--- src/rtl/ila_capture_engine.sv ---
// ila_capture_engine: pre-trigger circular capture buffer with per-bit
// edge/level trigger conditioning and an IDLE/PRE/WAIT/POST/DONE sequencer.
// Readback index 0 is always the oldest sample of the captured window.
// Optional feature: define ILA_TIMESTAMP_EN to store a 32-bit cycle
// timestamp alongside every sample (ts_value otherwise reads 0).
module ila_capture_engine #(
  parameter int SIGNAL_W  = 40,
  parameter int TRIGGER_W = 4,
  parameter int BUFFER_W  = 4,
  parameter int DATA_W    = 32,
  localparam int unsigned NSLICE = (SIGNAL_W + DATA_W - 1) / DATA_W,
  localparam int SEL_W = (NSLICE > 1) ? $clog2(NSLICE) : 1
) (
  input  logic                 CLK,
  input  logic                 RST,
  input  logic                 i_sample_en,
  input  logic [SIGNAL_W-1:0]  i_signal,
  input  logic [TRIGGER_W-1:0] i_trigger,
  input  logic [TRIGGER_W-1:0] i_trig_mask,
  input  logic [TRIGGER_W-1:0] i_trig_negate,
  input  logic [TRIGGER_W-1:0] i_trig_edge,
  input  logic                 i_reduce_and,
  input  logic [BUFFER_W-1:0]  i_pre_samples,
  input  logic                 i_arm,
  input  logic                 i_abort,
  output logic [2:0]           o_state,
  output logic                 o_triggered,
  output logic [BUFFER_W:0]    o_n_samples,
  input  logic [BUFFER_W-1:0]  i_rd_index,
  input  logic [SEL_W-1:0]     i_rd_sel,
  output logic [DATA_W-1:0]    o_rd_value,
  output logic [31:0]          o_ts_value
);

  localparam int DEPTH = 2 ** BUFFER_W;
  localparam int PADW  = NSLICE * DATA_W;
  localparam logic [BUFFER_W:0] DEPTH_V = (BUFFER_W + 1)'(DEPTH);
  localparam logic [BUFFER_W:0] ONE     = (BUFFER_W + 1)'(1);

  typedef enum logic [2:0] {
    ST_IDLE = 3'd0,
    ST_PRE  = 3'd1,
    ST_WAIT = 3'd2,
    ST_POST = 3'd3,
    ST_DONE = 3'd4
  } state_t;

  state_t                r_state, w_next;
  logic [BUFFER_W-1:0]   r_wp, r_sp, r_pre, w_rdaddr;
  logic [BUFFER_W:0]     r_precnt, r_postcnt, r_nsamp, w_post_len;
  logic [TRIGGER_W-1:0]  r_cprev, w_cond, w_hit;
  logic                  r_triggered, w_fire, w_wr, w_arm_go, w_trig_evt;
  logic [SIGNAL_W-1:0]   r_mem [DEPTH];
  logic [SIGNAL_W-1:0]   r_rdword;
  logic [SEL_W-1:0]      r_rdsel;
  logic [PADW-1:0]       w_pad;
  logic [DATA_W-1:0]     w_slice, r_rd_value;

  // Trigger conditioning; pre_samples is BUFFER_W wide so it can never exceed DEPTH-1
  assign w_cond     = i_trigger ^ i_trig_negate;
  assign w_hit      = w_cond & ~(r_cprev & i_trig_edge);
  assign w_fire     = (i_trig_mask != '0) &&
                      (i_reduce_and ? &(w_hit | ~i_trig_mask) : |(w_hit & i_trig_mask));
  assign w_post_len = DEPTH_V - {1'b0, r_pre};
  assign w_arm_go   = ((r_state == ST_IDLE) || (r_state == ST_DONE)) && i_arm && !i_abort;
  assign w_trig_evt = (r_state == ST_WAIT) && i_sample_en && w_fire && !i_abort;
  assign w_rdaddr   = r_sp + i_rd_index;

  // FSM state register
  always_ff @(posedge CLK or posedge RST) begin
    if (RST) r_state <= ST_IDLE;
    else     r_state <= w_next;
  end

  // Next state and buffer write enable; abort overrides everything
  always_comb begin
    w_next = r_state;
    w_wr   = 1'b0;
    case (r_state)
      ST_IDLE, ST_DONE: if (i_arm) w_next = ST_PRE;
      ST_PRE: begin
        if (r_precnt >= {1'b0, r_pre}) begin
          w_next = ST_WAIT;
        end else if (i_sample_en) begin
          w_wr = 1'b1;
          if (r_precnt + ONE >= {1'b0, r_pre}) w_next = ST_WAIT;
        end
      end
      ST_WAIT: begin
        if (i_sample_en) begin
          w_wr = 1'b1;
          if (w_fire) w_next = (w_post_len == ONE) ? ST_DONE : ST_POST;
        end
      end
      ST_POST: begin
        if (i_sample_en) begin
          w_wr = 1'b1;
          if (r_postcnt + ONE >= w_post_len) w_next = ST_DONE;
        end
      end
      default: w_next = ST_IDLE;
    endcase
    if (i_abort) begin
      w_next = ST_IDLE;
      w_wr   = 1'b0;
    end
  end

  // Pointers, counters and trigger history
  always_ff @(posedge CLK or posedge RST) begin
    if (RST) begin
      r_wp        <= '0;
      r_sp        <= '0;
      r_pre       <= '0;
      r_precnt    <= '0;
      r_postcnt   <= '0;
      r_nsamp     <= '0;
      r_cprev     <= '0;
      r_triggered <= 1'b0;
    end else begin
      if (i_sample_en) r_cprev <= w_cond;
      if (w_arm_go) begin
        r_wp        <= '0;
        r_sp        <= '0;
        r_precnt    <= '0;
        r_postcnt   <= '0;
        r_nsamp     <= '0;
        r_triggered <= 1'b0;
        r_pre       <= i_pre_samples;
      end
      if (w_wr) begin
        r_wp <= r_wp + BUFFER_W'(1);
        if (r_nsamp != DEPTH_V)   r_nsamp   <= r_nsamp + ONE;
        if (r_state == ST_PRE)    r_precnt  <= r_precnt + ONE;
        if (r_state == ST_POST)   r_postcnt <= r_postcnt + ONE;
      end
      // Window start lands pre_samples behind the trigger sample; trigger counts as post sample 1
      if (w_trig_evt) begin
        r_sp        <= r_wp - r_pre;
        r_triggered <= 1'b1;
        r_postcnt   <= ONE;
      end
    end
  end

  // Sample storage
  always_ff @(posedge CLK) begin
    if (w_wr) r_mem[r_wp] <= i_signal;
  end

  // Zero-padded slice select of the RAM output word
  always_comb begin
    w_pad = '0;
    w_pad[SIGNAL_W-1:0] = r_rdword;
    w_slice = '0;
    for (int unsigned i = 0; i < NSLICE; i++) begin
      if (r_rdsel == SEL_W'(i)) w_slice = w_pad[i*DATA_W +: DATA_W];
    end
  end

  // Two-stage readback: synchronous RAM read, then registered slice
  always_ff @(posedge CLK or posedge RST) begin
    if (RST) begin
      r_rdword   <= '0;
      r_rdsel    <= '0;
      r_rd_value <= '0;
    end else begin
      r_rdword   <= r_mem[w_rdaddr];
      r_rdsel    <= i_rd_sel;
      r_rd_value <= w_slice;
    end
  end

  assign o_state     = r_state;
  assign o_triggered = r_triggered;
  assign o_n_samples = r_nsamp;
  assign o_rd_value  = r_rd_value;

`ifdef ILA_TIMESTAMP_EN
  logic [31:0] r_ts_cnt, r_ts_rd, r_ts_value;
  logic [31:0] r_ts_mem [DEPTH];

  // Free-running timestamp, restarted by an accepted arm
  always_ff @(posedge CLK or posedge RST) begin
    if (RST)           r_ts_cnt <= '0;
    else if (w_arm_go) r_ts_cnt <= '0;
    else               r_ts_cnt <= r_ts_cnt + 32'd1;
  end

  // Timestamp storage alongside each sample
  always_ff @(posedge CLK) begin
    if (w_wr) r_ts_mem[r_wp] <= r_ts_cnt;
  end

  // Timestamp readback with the same two-cycle latency as data
  always_ff @(posedge CLK or posedge RST) begin
    if (RST) begin
      r_ts_rd    <= '0;
      r_ts_value <= '0;
    end else begin
      r_ts_rd    <= r_ts_mem[w_rdaddr];
      r_ts_value <= r_ts_rd;
    end
  end

  assign o_ts_value = r_ts_value;
`else
  assign o_ts_value = '0;
`endif

endmodule

--- config.mk ---
export PLATFORM = sky130hd
export DESIGN_NAME = ila_capture_engine
export DESIGN_NICKNAME = d
export VERILOG_FILES = /design/src/rtl/ila_capture_engine.sv
export SDC_FILE = /design/constraint.sdc
export NUM_CORES = 1
export LEC_CHECK = 0
export CORE_ASPECT_RATIO = 2
export CORE_UTILIZATION = 42
export DETAILED_ROUTE_END_ITERATION = 8
export DONT_BUFFER_PORTS = 1
export PLACE_DENSITY_LB_ADDON = 0.15
export SLEW_MARGIN = 10
export SYNTH_ARGS = -nofsm -noshare
export SYNTH_HDL_FRONTEND = slang
export SYNTH_SLANG_ARGS = --single-unit
--- constraint.sdc ---
create_clock -name CLK -period 12.5 [get_ports CLK]
set_clock_uncertainty 0.1 [all_clocks]
set_input_delay 2.5 -clock CLK [delete_from_list [all_inputs] [get_ports CLK]]
set_output_delay 2.5 -clock CLK [all_outputs]
set_load 0.05 [all_outputs]
# Yosys cells after proc, flatten, opt, wreduce, memory -nomap -nowiden
# Memory sizes are Yosys's and may differ from the RTL's. A register that Yosys moved wholly into a read port is not among the register bits.
# Index checks and enable logic that the tools add are counted.
word_totals:
  register_bits: 68
  ram_bits: 640
  mem_count: 1
memory_table:
  columns: ["memory", "depth", "width", "read_ports", "rd_clocked_by_memory_dff", "wr", "line_no", "rtl"]
  rows:
  - ["r_mem", 16, 40, 1, 1, 1, "53", "logic [SIGNAL_W-1:0] r_mem [DEPTH];"]
classes:
  add_sub_neg: 7
  magnitude_cmp: 3
  eq_ne: 13
  mux: 34
  bitwise: 7
  reduce_logical: 17
op_table:
  columns: ["operator", "n"]
  rows:
  - ["two-way mux 5 bit", 10]
  - ["two-way mux 32 bit", 1]
  - ["two-way mux 3 bit", 10]
  - ["adder 5 x 1 -> 5 bit (second input constant)", 3]
  - ["inequality test 3 bit (second input constant)", 5]
  - ["bitwise AND 4 bit", 3]
  - ["two-way mux 4 bit", 3]
  - ["one-hot mux 3 bit (4 select lines)", 1]
  - ["greater-or-equal comparator 5 x 4 -> 1 bit", 2]
  - ["two-way mux 1 bit", 8]
  - ["inequality test 4 bit (second input constant)", 2]
  - ["NOT 4 bit", 2]
  - ["AND reduction 7 bit", 1]
  - ["== test 3 x 2 -> 1 bit (second input constant)", 2]
  - ["logical AND 1 bit", 6]
  - ["== test 5 x 1 -> 1 bit (second input constant)", 1]
  - ["greater-or-equal comparator 5 bit", 1]
  - ["inequality test 5 bit (second input constant)", 1]
  - ["subtractor 5 x 4 -> 5 bit (first input constant)", 1]
  - ["adder 4 x 1 -> 4 bit (second input constant)", 1]
  - ["adder 4 bit", 1]
  - ["bitwise OR 4 bit", 1]
  - ["AND reduction 4 bit", 1]
  - ["nonzero test 2 bit", 2]
  - ["other kinds (11)", 12]

# Depth between registers and ports, before layout
# Gate-level depths: netlist (run 1).
logic_depth:
  word_depth: 11
  mapped_depth: 9
  depth_no_buf: 9

# Worst setup path after synthesis (run 1)
# No wires, ideal clock.
synth_path:
  path_type: "input to register"
  start: "in i_sample_en"
  end: "mem r_mem[0][0], enable pin"
  setup_ps: 551
  arrival_ps: 7509
  required_time_ps: 11849
  setup_slack_ps: 4340
  cell_stages: 5
  n_path_buf: 2
  path_cell_list: "clkbuf_1 > nand2_1 > a21o_1 > clkbuf_1 > nor4b_1"
synth_via:
  elab_chain_cells: 6
synth_rtl:
  columns: ["element", "line_no", "rtl"]
  rows:
  - ["start, declared", "16", "input logic i_sample_en,"]
  - ["two-way mux 1 bit *", "84, 90, 96", null]
  - ["two-way mux 1 bit", "82", "if (r_precnt >= {1'b0, r_pre}) begin"]
  - ["one-hot mux 1 bit (2 select lines) *", "79", "case (r_state)"]
  - ["two-way mux 1 bit *", "103", "if (i_abort) begin"]
  - ["two-way mux 1 bit *", "148", "if (w_wr) r_mem[r_wp] <= i_signal;"]
  - ["two-way mux 1 bit (not written as such) *", "148", null]
  - ["end, declared", "53", null]
# Mark *: on every way between the ends. The rest lies on a longest branch, timed or not.

# Worst setup path after layout (run 1)
layout_path:
  start: "in i_rd_index[0]"
  end: "reg r_rdword[30], read port of r_mem"
layout_via:
  elab_chain_cells: 1
layout_rtl:
  columns: ["element", "line_no", "rtl"]
  rows:
  - ["start, declared", "29", "input logic [BUFFER_W-1:0] i_rd_index,"]
  - ["adder 4 bit", "67", "assign w_rdaddr = r_sp + i_rd_index;"]
  - ["end, declared", "54", "logic [SIGNAL_W-1:0] r_rdword;"]
# No other way between the ends.
# A chain may end at the register's enable or synchronous reset.

==> results of run 1 <==
cells in the final DEF (no fill, tap or decap), types with 15 or more instances in the layout:
| cell | instances |
|---|---|
| a211oi_1 | 44 |
| a31oi_1 | 42 |
| and2_1 | 41 |
| buf_4 | 25 |
| clkbuf_1 | 15 |
| clkbuf_16 | 68 |
| conb_1 | 32 |
| dfrtp_1 | 107 |
| edfxtp_1 | 640 |
| ha_1 | 28 |
| inv_1 | 18 |
| mux4_2 | 160 |
| nand2_1 | 110 |
| nand3_1 | 21 |
| nor2b_1 | 26 |
final timing paths:
check / start / cells past startpoint / slack, ps / to
min in group asynchronous: RST / 1 / 1700 / o_rd_value[7]
worst min register to register: r_rdword[10] / 1 / 360 / o_rd_value[10]
worst max-delay path: i_rd_index[0] / 8 / 7100 / r_rdword[30]
max in group asynchronous: RST / 2 / 9150 / r_sp[2]
worst min-delay path: r_rdword[10] / 1 / 360 / o_rd_value[10]
worst max register to register: o_state[0] / 7 / 8130 / r_mem[6][39]
kinds of logic (layout without fill, tap and decap cells):
logic type | count (synthesis) | after routing | synth area share
xor gates and xnor gates | 20 | 20 | 0.00602
muxes | 178 | 178 | 0.131
AOI/OAI and AO/OA | 137 | 137 | 0.0324
DFF | 748 | 748 | 0.754
other | 1 | 32 | 0.000129
adders and majority gates | 31 | 31 | 0.0139
and+or+nand+nor | 244 | 244 | 0.0421
buffers and inverters | 126 | 165 | 0.0212
power by group through the flow:
| stage | Sequential (mW) | Combinational, mW | Clock (mW) |
|---|---|---|---|
| final | 3.12 | 1.26 | 1.97 |
| after global placement | 3.17 | 1.28 | 0 |
| after detailed placement | 3.17 | 1.29 | 0 |
| after global routing | 3.13 | 1.39 | 2.10 |
| after floorplan | 3.12 | 0.968 | 0 |
| after CTS | 3.12 | 1.30 | 2.03 |
final cells by class:
type / instances / area (sq um)
Fill cell: 5697 / 36400
Clock buffer: 91 / 1870
Timing Repair Buffer: 27 / 228
Clock inverter: 28 / 186
Inverter: 19 / 76.3
Sequential cell: 748 / 21900
Multi-Input combinational cell: 642 / 6790
Tap cell: 897 / 1120
state kept, by name, indices dropped and copies added, names as in the netlist, 3 cells and up:
| name | count |
|---|---|
| r_sp | 4 |
| r_mem | 640 |
| r_rdword | 40 |
| o_rd_value | 32 |
| r_postcnt | 5 |
| r_pre | 4 |
| o_state | 3 |
| o_n_samples | 5 |
| r_wp | 4 |
| r_cprev | 4 |
| r_precnt | 5 |
routing by layer:
layer  vias up  GRT usage  part of all wire
li1       5891          -                 -
met1      7472      0.238              0.40
met2       356      0.347              0.53
met3        78     0.0372             0.050
met4         0     0.0566             0.019
met5         -          0                 0
==> results_dict.tcl, run 1 <==
set metrics [dict create \
    syn_area_sq_um 29100 \
    setup_tns_ps 0 \
    async_reset_ff_frac 0.144 \
    tritoncts "done" \
    grt_usage 0.195 \
    die_y_um 374 \
    ys_ff_latch 748 \
    viasPerCell 5.63 \
    syn_to_final_growth_pct 10.7 \
    cts_buffer_depth 3 \
    path_clk_slew_ps 70 \
    crit_fanout 104 \
    cp.required_ps 12840 \
    netlist.area_leader.share 0.661 \
    antenna_left 0 \
    maxCapViolCount 0 \
    synth.avg_cell_area_sq_um 19.6 \
    ys_top_cells_by_area "edfxtp_1, mux4_2, dfrtp_1" \
    htreeDepth 3 \
    io_buffers 0 \
    rsz0062_at_grt "no" \
    setup-violations-final 0 \
    grt_pass1_vias 14800 \
    clock_power_share 0.310 \
    crit_slowest_cell "fa_4" \
    synthFlopType "edfxtp_1" \
    cp-end-kind "flip-flop" \
    ys_types 53 \
    num_rows 136 \
    start_util 0.424 \
    cp_top_family "adder cells" \
    yosysTopAreaCell "edfxtp_1" \
    antenna_cells 0 \
    post_cts_buffers 0 \
    fin_cells 2452 \
    slowest_delay_ps 1400 \
    seqPwrFrac 0.491 \
    crit_chain "ha_4 -> inv_1 -> fa_4 -> buf_12 -> mux4_2 -> and2_1 -> a211oi_1 -> a31oi_1" \
    fin_util 0.469 \
    slew_headroom 0.276 \
    switching_power_mw 1.85 \
    fp.dieW_um 188 \
    crit_buf_inv 2 \
    wl_per_cell_um 27.1 \
    cp-start-kind "input pin" \
    p_int_mw 4.50 \
    worst_slack_ps 7100 \
    overflow 0 \
    synth_edf_count 640 \
    cts-root-buf "clkbuf_16" \
    status "finished, final reports clean" \
    clock-sinks 748 \
    holdWs_ps 362 \
    yosysMostFrequentCell "edfxtp_1" \
    synthTopCellsByCount "edfxtp_1, mux4_2, nand2_1" \
    period_needed_ps 5400 \
    finalHoldViolations 0 \
    arrival_ps 5750 \
    io_pins 144 \
    hold_class "reg -> reg" \
    grt_pass1_wl_um 98700 \
    final.period_utilization 0.432 \
    post-route-cell-area_sq_um 32200 \
    yosysWarnings 0 \
    die-area_sq_um 70400 \
    max_freq_ghz 0.185 \
    syn_inst 1485 \
    place_ws_ps 6510 \
    coreArea_sq_um 68600 \
    placedCellCount 2333 \
    remaining_drc_errors 0 \
    combPwrFrac 0.199 \
    peakVddDrop_uv 127 \
    drtPass1Iterations 5 \
    drtIter0Drc 881 \
    drive_gt1_frac 0.208 \
    power_density_nw_per_um2 197 \
    tightest_slew_ps 1090 \
    vias 13800 \
    antenna_found_initial 0 \
    nNetsFinal 1606 \
    post_cts_resized 0 \
    cts_made_buffers 66 \
    place_hpwl_um 31900 \
    holdBufCountCts 0 \
    synth_seq_area_share 0.754 \
    placed_area_sq_um 30100 \
    p_leak_nw 10.6 \
    critPathKind "in -> reg" \
    total_power_mw 6.35 \
    grt_max_degree 105 \
    drt_wl_total_um 66500 \
    p_sw_frac 0.292 \
    clk_latency_ps 610 \
    drv_slew 0 \
    gp_congestion 0.773 \
]
No activity file was read; power rests on OpenSTA's default activity.
==> run 2: changes to the inputs <==
==> constraint.sdc (replaced) <==
create_clock -name CLK -period 4.9 [get_ports CLK]
set_clock_uncertainty 0.1 [all_clocks]
set_input_delay 0.98 -clock CLK [delete_from_list [all_inputs] [get_ports CLK]]
set_output_delay 0.98 -clock CLK [all_outputs]
set_load 0.05 [all_outputs]
==> run 2 against run 1 <==
Net effect:
- sequential cell count did not move
- wire length increased by 0.47%
- die area is the same
- global-route usage rose by 0.17 points
- worst hold slack worse by 84 ps
- combinational power increased to 2.7 times the previous value
- sequential share of layout area is 1.0 points lower
- cell count up 1.2%
- largest power group unchanged
==> results_dict.tcl, run 2 (synthesis results as in run 1) <==
set metrics [dict create \
    gp_congestion 0.779 \
    holdWs_ps 278 \
    p_int_mw 11.8 \
    worst_slack_ps 1100 \
    grt_pass1_wl_um 99900 \
    overflow 0 \
    clock_power_share 0.319 \
    crit_chain "nand2b_1 -> nor4_1 -> o21ai_1 -> a21o_1 -> nor2_1 -> and3_2 -> buf_4" \
    clock-sinks 748 \
    cp-end-kind "flip-flop" \
    htreeDepth 3 \
    drtPass1Iterations 4 \
    drt_wl_total_um 66800 \
    p_leak_nw 10.9 \
    rsz0062_at_grt "no" \
    die_y_um 374 \
    die-area_sq_um 70400 \
    grt_pass1_vias 15000 \
    viasPerCell 5.59 \
    post_cts_buffers 0 \
    antenna_cells 0 \
    p_sw_frac 0.294 \
    hold_class "in -> reg" \
    max_freq_ghz 0.263 \
    arrival_ps 3990 \
    regMostFlops "r_mem" \
    cts-root-buf "clkbuf_16" \
    slowest_delay_ps 830 \
    grt_max_degree 81 \
    period_needed_ps 3800 \
    antenna_left 0 \
    fill_cells 5675 \
    antenna_found_initial 0 \
    holdBufCountCts 0 \
    grt_usage 0.196 \
    cp_top_family "simple AND/OR/NAND/NOR gates" \
    place_ws_ps 1090 \
    drtIter0Drc 746 \
    peakVddDrop_uv 367 \
    drv_slew 0 \
    clk_latency_ps 620 \
    final_common_cell "edfxtp_1" \
    crit_buf_inv 1 \
    place_hpwl_um 38700 \
    fp.dieW_um 188 \
    switching_power_mw 4.91 \
    fin_util 0.476 \
    coreArea_sq_um 68600 \
    largest_reg_flops 640 \
    syn_to_final_growth_pct 12.3 \
    total_power_mw 16.7 \
    remaining_drc_errors 0 \
    path_clk_slew_ps 70 \
    power_density_nw_per_um2 511 \
    vias 13900 \
    final.period_utilization 0.775 \
    maxCapViolCount 0 \
    seqPwrFrac 0.476 \
    setup-violations-final 0 \
    nNetsFinal 1632 \
    io_buffers 0 \
    critPathKind "reg -> reg" \
    crit_slowest_cell "dfrtp_1" \
    post_cts_resized 0 \
    finalHoldViolations 0 \
    io_pins 144 \
    final_cell_mix "edfxtp_1, mux4_2, nand2_1" \
    num_rows 136 \
    multiInputGateArea_sq_um 6810 \
    cts_buffer_depth 3 \
    drive_gt1_frac 0.225 \
    start_util 0.424 \
    ff_latch_area_sq_um 21900 \
    combPwrFrac 0.205 \
    crit_fanout 22 \
    cp.required_ps 5100 \
    cp-start-kind "flip-flop" \
    slew_headroom 0.389 \
    wl_per_cell_um 26.9 \
    tritoncts "done" \
    tightest_slew_ps 916 \
    cts_made_buffers 67 \
    setup_tns_ps 0 \
    status "finished, final reports clean" \
]
==> run 2: path summary, 6_finish.rpt <==
path / cells past startpoint / slack, ps / startpoint / to
setup / recovery: 7 / 1100 / o_state[0] / r_mem[8][17]
hold reg to reg: 1 / 370 / r_rdword[16] / o_rd_value[16]
setup reg to reg: 7 / 1100 / o_state[0] / r_mem[8][17]
max in group asynchronous: 2 / 3330 / RST / o_rd_value[14]
min in group asynchronous: 1 / 330 / RST / r_cprev[0]
hold / removal: 0 / 280 / i_rd_sel / r_rdsel
==> run 2: stage by stage <==
step           cells  instance area (sq um)
6_report        2482                  32700
3_3_place_gp    2358                  30500
4_1_cts         2482                  32700
5_1_grt         2482                  32700
3_5_place_dp    2358                  30500
2_1_floorplan   1516                  29200
==> run 2: layout make-up <==
cell class / instances / share of cell area
flip-flops and latches: 748 / 0.671
clock buffers: 88 / 0.0569
repair buffers: 52 / 0.0162
multi-input cells: 642 / 0.208
inverters: 19 / 0.00234
clock inverters: 36 / 0.0109
well taps: 897 / 0.0343
==> run 2: power groups by stage <==
stage	clock network [mW]	registers, mW	logic, mW
2_1_floorplan	0	7.97	2.47
5_1_grt	5.67	7.98	3.74
4_1_cts	5.48	7.95	3.51
6_report	5.33	7.94	3.42
3_3_place_gp	0	8.09	3.47
3_5_place_dp	0	8.08	3.50
==> run 2: metal layers <==
| layer | vias to the layer above | GRT usage | share of wire |
|---|---|---|---|
| met1 | 7468 | 0.229 | 0.38 |
| li1 | 5968 | - | - |
| met2 | 365 | 0.362 | 0.55 |
| met3 | 80 | 0.0359 | 0.049 |
| met5 | - | 0 | 0 |
| met4 | 0 | 0.0578 | 0.020 |
==> run 2: worst reg2reg max path, stage by stage (launching register included) <==
cell and delay (ps):
dfrtp_1 830, nand2b_1 190, nor4_1 180, o21ai_1 240
a21o_1 440, nor2_1 270, and3_2 820, buf_4 390
